<file path="config.mk">
export PLATFORM = sky130hd
export DESIGN_NAME = mux_rr_arbiter
export DESIGN_NICKNAME = d
export VERILOG_FILES = /design/src/rtl/mux_rr_arbiter.sv
export SDC_FILE = /design/constraint.sdc
export NUM_CORES = 1
export LEC_CHECK = 0
export BUFFER_PORTS_ARGS = -buffer_cell sky130_fd_sc_hd__buf_2
export CORE_AREA = 2 2 100 73
export DETAILED_ROUTE_END_ITERATION = 10
export DIE_AREA = 0 0 102 75
export PLACE_DENSITY_LB_ADDON = 0.12
export SYNTH_ARGS = -nofsm -noshare
export SYNTH_HDL_FRONTEND = slang
export SYNTH_SLANG_ARGS = --single-unit
</file>
<file path="constraint.sdc">
create_clock -name clk -period 2.3 [get_ports clk]
set_clock_uncertainty 0.2 [all_clocks]
set_input_delay 0.23 -clock clk [delete_from_list [all_inputs] [get_ports clk]]
set_output_delay 0.23 -clock clk [all_outputs]
set_load 0.05 [all_outputs]
</file>
<file path="src/rtl/mux_rr_arbiter.sv">
// Round-robin arbiter sharing one external 16:1 ALU result mux among 16 sources.
// Drives the mux select, registers the chosen item into a valid/ready stage and acks the winner.

module mux_rr_lane #(
    parameter int IDX   = 0,
    parameter int PTR_W = 4
) (
    input  logic             req_bit,
    input  logic [PTR_W-1:0] ptr,
    output logic             hi_req
);
    localparam logic [PTR_W-1:0] IDX_L = PTR_W'(IDX);

    // Request sits in the upper (ptr..top) priority window.
    assign hi_req = req_bit && (IDX_L >= ptr);
endmodule

module mux_rr_arbiter #(
    parameter int DATA_WIDTH = 32
) (
    input  logic                  clk,
    input  logic                  rst,
    input  logic [15:0]           req,
    output logic [15:0]           ack,
    output logic [3:0]            mux_sel,
    input  logic [DATA_WIDTH-1:0] mux_out,
    output logic                  out_valid,
    input  logic                  out_ready,
    output logic [DATA_WIDTH-1:0] out_data,
    output logic [3:0]            out_src,
    output logic                  busy
);
    localparam int NUM_REQ = 16;
    localparam int SEL_W   = 4;

    logic [SEL_W-1:0]   ptr;
    logic [NUM_REQ-1:0] hi_req;
    logic [SEL_W-1:0]   hi_idx, lo_idx, grant;
    logic               hi_any, load;

    genvar gi;
    generate
        for (gi = 0; gi < NUM_REQ; gi++) begin : g_lane
            mux_rr_lane #(.IDX(gi), .PTR_W(SEL_W)) u_lane (
                .req_bit (req[gi]),
                .ptr     (ptr),
                .hi_req  (hi_req[gi])
            );
        end
    endgenerate

    // Lowest set bit in the upper window wins; otherwise wrap to the lowest set bit overall.
    always_comb begin
        hi_idx = '0;
        lo_idx = '0;
        hi_any = |hi_req;
        for (int i = NUM_REQ - 1; i >= 0; i--) begin
            if (hi_req[i]) hi_idx = SEL_W'(i);
            if (req[i])    lo_idx = SEL_W'(i);
        end
        if (hi_any)      grant = hi_idx;
        else if (|req)   grant = lo_idx;
        else             grant = ptr;
    end

    assign mux_sel = grant;
    assign load    = (|req) && (!out_valid || out_ready);
    assign busy    = out_valid || (|req);

    always_ff @(posedge clk or posedge rst) begin
        if (rst) begin
            ptr       <= '0;
            ack       <= '0;
            out_valid <= 1'b0;
            out_data  <= '0;
            out_src   <= '0;
        end else if (load) begin
            ptr       <= grant + 4'd1;
            ack       <= 16'(1) << grant;
            out_valid <= 1'b1;
            out_data  <= mux_out;
            out_src   <= grant;
        end else begin
            ack <= '0;
            if (out_valid && out_ready) out_valid <= 1'b0;
        end
    end
endmodule
</file>
After elaboration in Yosys (flattened, before gate mapping)
Cells that the tools add are included.
{ "op_classes": {"n_mux": 37, "n_div": 0, "n_eq_ne": 0, "addsub": 1, "magnitude_cmp": 16, "shifts": 1, "mul": 0, "reduce_logical": 24, "bitwise": 0} }
{ "op_table": {"columns": ["op", "count"], "rows": [
  ["$mux W4", 34],
  ["$ge A4 B4 Y1 const A", 8],
  ["$reduce_or A16 Y1", 2],
  ["$logic_and A1 B1 Y1", 18],
  ["$ge A3 B4 Y1 const A", 4],
  ["$mux W16", 1],
  ["$shl A1 B4 Y16 const A", 1],
  ["$ge A1 B4 Y1 const A", 2],
  ["$ge A2 B4 Y1 const A", 2],
  ["$add A4 B1 Y4 const B", 1],
  ["$logic_or A1 B1 Y1", 2],
  ["$mux W1", 2],
  ["$reduce_bool A2 Y1", 1],
  ["$logic_not A1 Y1", 1]
]} }
{ "totals": {"mem_bits_rw": 0, "latchBits": 0, "reg_bits": 57, "mem_bits_ro": 0, "n_memories": 0} }

Depth between registers and ports, before layout
{ "depth": {"depth_word": 21, "depth_mapped": 11} }

By module
A second synthesis with hierarchy kept.
{ "hier_totals": {"cells_unflattened": 317, "area_unflattened_um2": 2806.4} }
{ "by_module_without_submodules": {"columns": ["mod", "instances", "area_each_um2", "seq_area_each_um2", "cells_each"], "rows": [
  ["mux_rr_arbiter", 1, 2576.2, 1426.4, 289],
  ["mux_rr_lane at g_lane[0].u_lane ...", 3, 18.8, 0.0, 2],
  ["mux_rr_lane at g_lane[12].u_lane ...", 3, 13.8, 0.0, 2],
  ["mux_rr_lane at g_lane[14].u_lane", 1, 20.0, 0.0, 2],
  ["mux_rr_lane at g_lane[5].u_lane", 1, 16.3, 0.0, 2],
  ["mux_rr_lane at g_lane[10].u_lane", 1, 15.0, 0.0, 3],
  ["mux_rr_lane at g_lane[1].u_lane", 1, 15.0, 0.0, 1],
  ["mux_rr_lane at g_lane[7].u_lane", 1, 13.8, 0.0, 1],
  ["mux_rr_lane at g_lane[3].u_lane", 1, 12.5, 0.0, 1],
  ["mux_rr_lane at g_lane[11].u_lane", 1, 11.3, 0.0, 1],
  ["mux_rr_lane at g_lane[9].u_lane", 1, 11.3, 0.0, 2],
  ["mux_rr_lane at g_lane[13].u_lane", 1, 10.0, 0.0, 2],
  ["mux_rr_lane at g_lane[15].u_lane", 1, 7.5, 0.0, 1]
]} }

Worst setup path after synthesis
Ideal clock, no wire load.
{ "synth_path": {"kind": "flip-flop to flip-flop", "startpoint": "reg ptr[3]", "endpoint": "reg ptr[2]", "arrival_time_ns": 2.991, "setup_time_ns": 0.083, "path_buffers": 2, "path_stages_with_launch": 10, "period_less_slack_ns": 3.273, "setup_slack_ns": -0.973, "cell_sequence": "dfrtp_1 buf_2 clkbuf_1 o22a_1 nand2_2 nor3_1 mux2i_1 ha_1 ha_1 o21ai_0"} }
{ "synth_between": {"elab_chain_len": 20, "elab_cells_between_ends": 51, "cone_classes": "add/sub: 1; order compare: 16; mux: 17; reduce/logical: 17"} }
{ "synth_lines": {"columns": ["item", "line_no", "source"], "rows": [
  ["start, declared", "36", "logic [SEL_W-1:0] ptr;"],
  ["start signal, assigned", "78", "ptr <= grant + 4'd1;"],
  ["$ge A4 B4 Y1", "15", "assign hi_req = req_bit && (IDX_L >= ptr);"],
  ["$logic_and A1 B1 Y1", "15", null],
  ["$mux W4 (16 in a row)", "58", "if (hi_req[i]) hi_idx = SEL_W'(i);"],
  ["$mux W4 (*)", "61", "if (hi_any) grant = hi_idx;"],
  ["via mux_sel[0]", "25", "output logic [3:0] mux_sel,"],
  ["$add A4 B1 Y4 (*)", "78", null]
]} }
The timed path passes the listed nets; every way through them passes the cells marked *.
A chain may end at the register's enable or synchronous reset.

Worst setup path in the final report
{ "layout_path": {"startpoint": "reg ptr[0]", "endpoint": "out mux_sel[1]"} }
{ "layout_between": {"elab_chain_len": 19, "elab_cells_between_ends": 50, "cone_classes": "order compare: 16; mux: 17; reduce/logical: 17"} }
{ "layout_lines": {"columns": ["item", "line_no"], "rows": [
  ["$ge A4 B4 Y1", "15"],
  ["$logic_and A1 B1 Y1", "15"],
  ["$mux W4 (16 in a row)", "58"],
  ["$mux W4 (*)", "61"],
  ["end, declared", "25"]
]} }
Mark *: on every way between the ends. The rest lies on a longest branch, timed or not.

==> out/metrics.yaml <==
setup_path:
  cp_common_cell: "buf_4"
  worstPathArrival_ns: 2.16
  timing.critical_path.buf_inv: 5
  path_max_fanout: 6
  crit_chain: "buf_4, nand3_2, a21oi_2, o22a_1, buf_4, nand4b_1, o211ai_4, inv_2, buf_6, buf_8"
  crit_family: "buffers and inverters"
  cpPeakStageDelay_ns: 0.46
  critical_path_class: "flop to primary output"
  cp_slowest_cell: "dfrtp_2"
  cp.required_ns: 1.87
  start_kind: "flop"
  endpoint_kind: "primary output"
finish:
  area_growth_pct: 67.9
  nNetsFinal: 598
  antenna_cells: 0
  drive_above_1_share: 0.480
  fin_area_sq_um: 4920
logic_synthesis:
  ys_types: 57
  ys_warn_count: 0
  synth-edff-count: 0
  ys_ff_latch: 57
  syn_inst: 331
  synth-main-ff-cell: "dfrtp_1"
  netlist_area_sq_um: 2930
  synth-seq-area-share: 0.486
  async_reset_ff_frac: 1.00
  synth_nets: 388
  syn_area_per_cell_sq_um: 8.86
global_routing:
  grt_max_degree: 33
  grt_first_pass_wirelength_mm: 14.4
  grt.busiest_layer: "met2"
  grt_pass1_vias: 2961
  grt_use_met1: 0.351
  antenna_found_initial: 0
  met3_usage: 0.0696
  overflow: 0
  gr-usage-all-layers: 0.247
  met2_usage: 0.372
place:
  portBuffers: 108
  place_worst_setup_slack_ns: -0.352
  routabilityCongestion: 0.922
  hpwl_mm: 6.21
  dpl_cell_area_sq_um: 4040
drt:
  drtPass1Iterations: 5
  postRouteAntennaNets: 0
  drc: 0
  wl_per_cell_um: 14.7
  drt_iter0_drc: 212
  via_per_inst: 5.05
  finalWirelength_mm: 9.41
  vias: 3234
floorplanning:
  io_pins: 109
  design.core.area_sq_um: 6630
  rows: 25
  die_x_um: 102
  die_area_sq_um: 7650
  die_height_um: 75
  initial_core_util: 0.442
clocking:
  cts_root_buf: "clkbuf_8"
  cts_tree: "yes"
  clkTransAtPathRegs_ns: 0.06
  numCtsBuffers: 9
  max-clock-path-buffers: 2
  insertion_delay_ns: 0.32
  cts.sinks: 57
  cts_max_level: 3
min_path:
  hp-class: "input pin to flop"
pwr:
  seqPwrFrac: 0.239
  p_int_w: 0.00310
  powerDensity_nw_per_um2: 1120
  clock_power_share: 0.167
  pwr-share-comb: 0.594
  irDropWorstVdd_uv: 581
  power.leakage_nw: 2.55
  p_switching_w: 0.00241
  p_sw_frac: 0.437
timing:
  fin_crit_ns: 2.59
  fin_ws_ns: -0.286
  fmax_mhz: 387
  final-setup-viol-count: 24
  max_slew_margin: 0.612
  hold_viol: 0
  min_period_over_period: 1.12
  maxSlewViolCount: 0
  worst_pin_slew_ns: 0.581
  rsz0062_at_grt: "true"
status:
  violations: "negative setup slack"
  outcome: "finished with violations"
run:
  cap_violations: 0
[placed cells by master, fill, tap and decap left out, types with 4 or more instances in the layout]
master | Yosys | routed
buf_2 | 6 | 104
and3_4 | 0 | 9
dfrtp_2 | 0 | 4
ha_4 | 0 | 5
and3_1 | 9 | 5
dlygate4sd3_1 | 0 | 33
buf_4 | 5 | 66
clkbuf_8 | 0 | 10
nor2_1 | 12 | 11
o21ai_0 | 12 | 9
nor2b_1 | 8 | 4
nand2_1 | 113 | 112
buf_6 | 2 | 9
o21ai_2 | 2 | 5
nor4_1 | 4 | 4
nand2b_1 | 6 | 5
inv_1 | 9 | 4
dfrtp_1 | 57 | 53
a21oi_2 | 0 | 6
[synth_stat cells, types with 2 or more instances]
| master | n | share of area |
|---|---|---|
| buf_4 | 5 | 0.013 |
| nor3_1 | 5 | 0.0085 |
| nand3b_1 | 2 | 0.0051 |
| buf_6 | 2 | 0.0077 |
| nor4_2 | 2 | 0.0085 |
| o31a_1 | 2 | 0.0060 |
| dfrtp_1 | 57 | 0.49 |
| nand4b_1 | 2 | 0.0060 |
| a21o_1 | 2 | 0.0051 |
| a21oi_1 | 9 | 0.015 |
| o22ai_1 | 2 | 0.0043 |
| and3_2 | 6 | 0.015 |
| and2_1 | 3 | 0.0064 |
| nor2b_1 | 8 | 0.017 |
| inv_1 | 9 | 0.012 |
| nand2_1 | 113 | 0.14 |
| o21ai_1 | 3 | 0.0051 |
| buf_2 | 6 | 0.010 |
| o211ai_1 | 2 | 0.0051 |
| o21a_1 | 2 | 0.0051 |
| o21ai_2 | 2 | 0.0060 |
| nand2b_1 | 6 | 0.013 |
| ha_1 | 6 | 0.026 |
| a31oi_1 | 2 | 0.0043 |
| nor3_2 | 2 | 0.0068 |
| nor2_1 | 12 | 0.015 |
| nor2_2 | 3 | 0.0064 |
| clkbuf_1 | 5 | 0.0064 |
| o21ai_0 | 12 | 0.020 |
| and3_1 | 9 | 0.019 |
| nor4_1 | 4 | 0.0085 |
[cell type report]
| class | count | area, sq um |
|---|---|---|
| clock buffers | 11 | 141 |
| flip-flops and latches | 57 | 1430 |
| multi-input cells | 247 | 1610 |
| inverters | 9 | 41.3 |
| repair buffers | 217 | 1530 |
| clock inverters | 5 | 55.1 |
| fillers | 468 | 1710 |
| well taps | 94 | 118 |
[stage by stage]
stage | utilization | total power (W) | setup TNS [ns] | hold WS, ns | cells
after floorplan | - | 0.00297 | -5.29 | 0.135 | 331
after global placement | 0.609 | 0.00368 | -5.88 | 0.128 | 575
after detailed placement | 0.609 | 0.00372 | -6.89 | 0.141 | 575
after CTS | 0.719 | 0.00512 | -4.24 | 0.00883 | 636
after global routing | 0.743 | 0.00578 | -6.58 | 0.0615 | 640
final | 0.743 | 0.00550 | -4.89 | 0.0183 | 640
[power groups by stage]
stage	Sequential, W	Clock [W]	Combinational, W
after detailed placement	0.00134	0	0.00238
after floorplan	0.00173	0	0.00125
after global routing	0.00134	0.000986	0.00346
after global placement	0.00134	0	0.00234
final	0.00132	0.000919	0.00327
after CTS	0.00131	0.000940	0.00287
[kinds of logic (layout without fill, tap and decap cells)]
kind of cell	after synthesis	count (layout)	synth area share
compound gates	56	56	0.139
fa+ha+maj	6	6	0.0256
buf+inv	27	242	0.0486
flops	57	57	0.486
mux	1	1	0.00341
simple gates	184	184	0.297
[routing by layer]
metal  vias up  routed length, um  part of all wire
li1       1540                  -                 -
met1      1522               4080              0.43
met2       159               4340              0.46
met3        13                890             0.095
met4         0                 95             0.010
met5         -                  0                 0
[worst register-to-register path: stages, from the launching register on]
cell and delay (ns):
dfrtp_2 0.49, buf_6 0.15, a21boi_4 0.20, buf_6 0.12, a21oi_1 0.04, nor3_2 0.23
o31ai_2 0.11, a21oi_2 0.17, mux2i_4 0.12, buf_6 0.17, ha_4 0.17, ha_1 0.17
and3_1 0.14
[what timing repair did]
action,CTS,global route
hold endpoints to repair,58,0
hold buffers,33,0
buffers inserted,13,5
gates resized for setup,38,29
cloned,0,0
endpoints found under the setup margin,26,26
pin swaps,6,9
[state kept, by name (all words and copies together), names as in the netlist]
| signal | flops |
|---|---|
| ptr | 4 |
| out_data | 32 |
| ack | 16 |
| out_src | 4 |
| out_valid | 1 |
[path summary, 6_finish.rpt]
check | end | startpoint | depth (start not counted) | slack (ns)
worst min register to register | out_data[16] | out_data[16] | 2 | 0.27
worst max-delay path | mux_sel[1] | ptr[0] | 10 | -0.29
worst max register to register | ack[15] | ptr[1] | 12 | -0.28
min in group asynchronous | out_data[5] | rst | 3 | 0.31
worst min-delay path | out_valid | out_ready | 3 | 0.02
max in group asynchronous | ptr[2] | rst | 4 | 1.01
(Power assumes the default switching activity.)
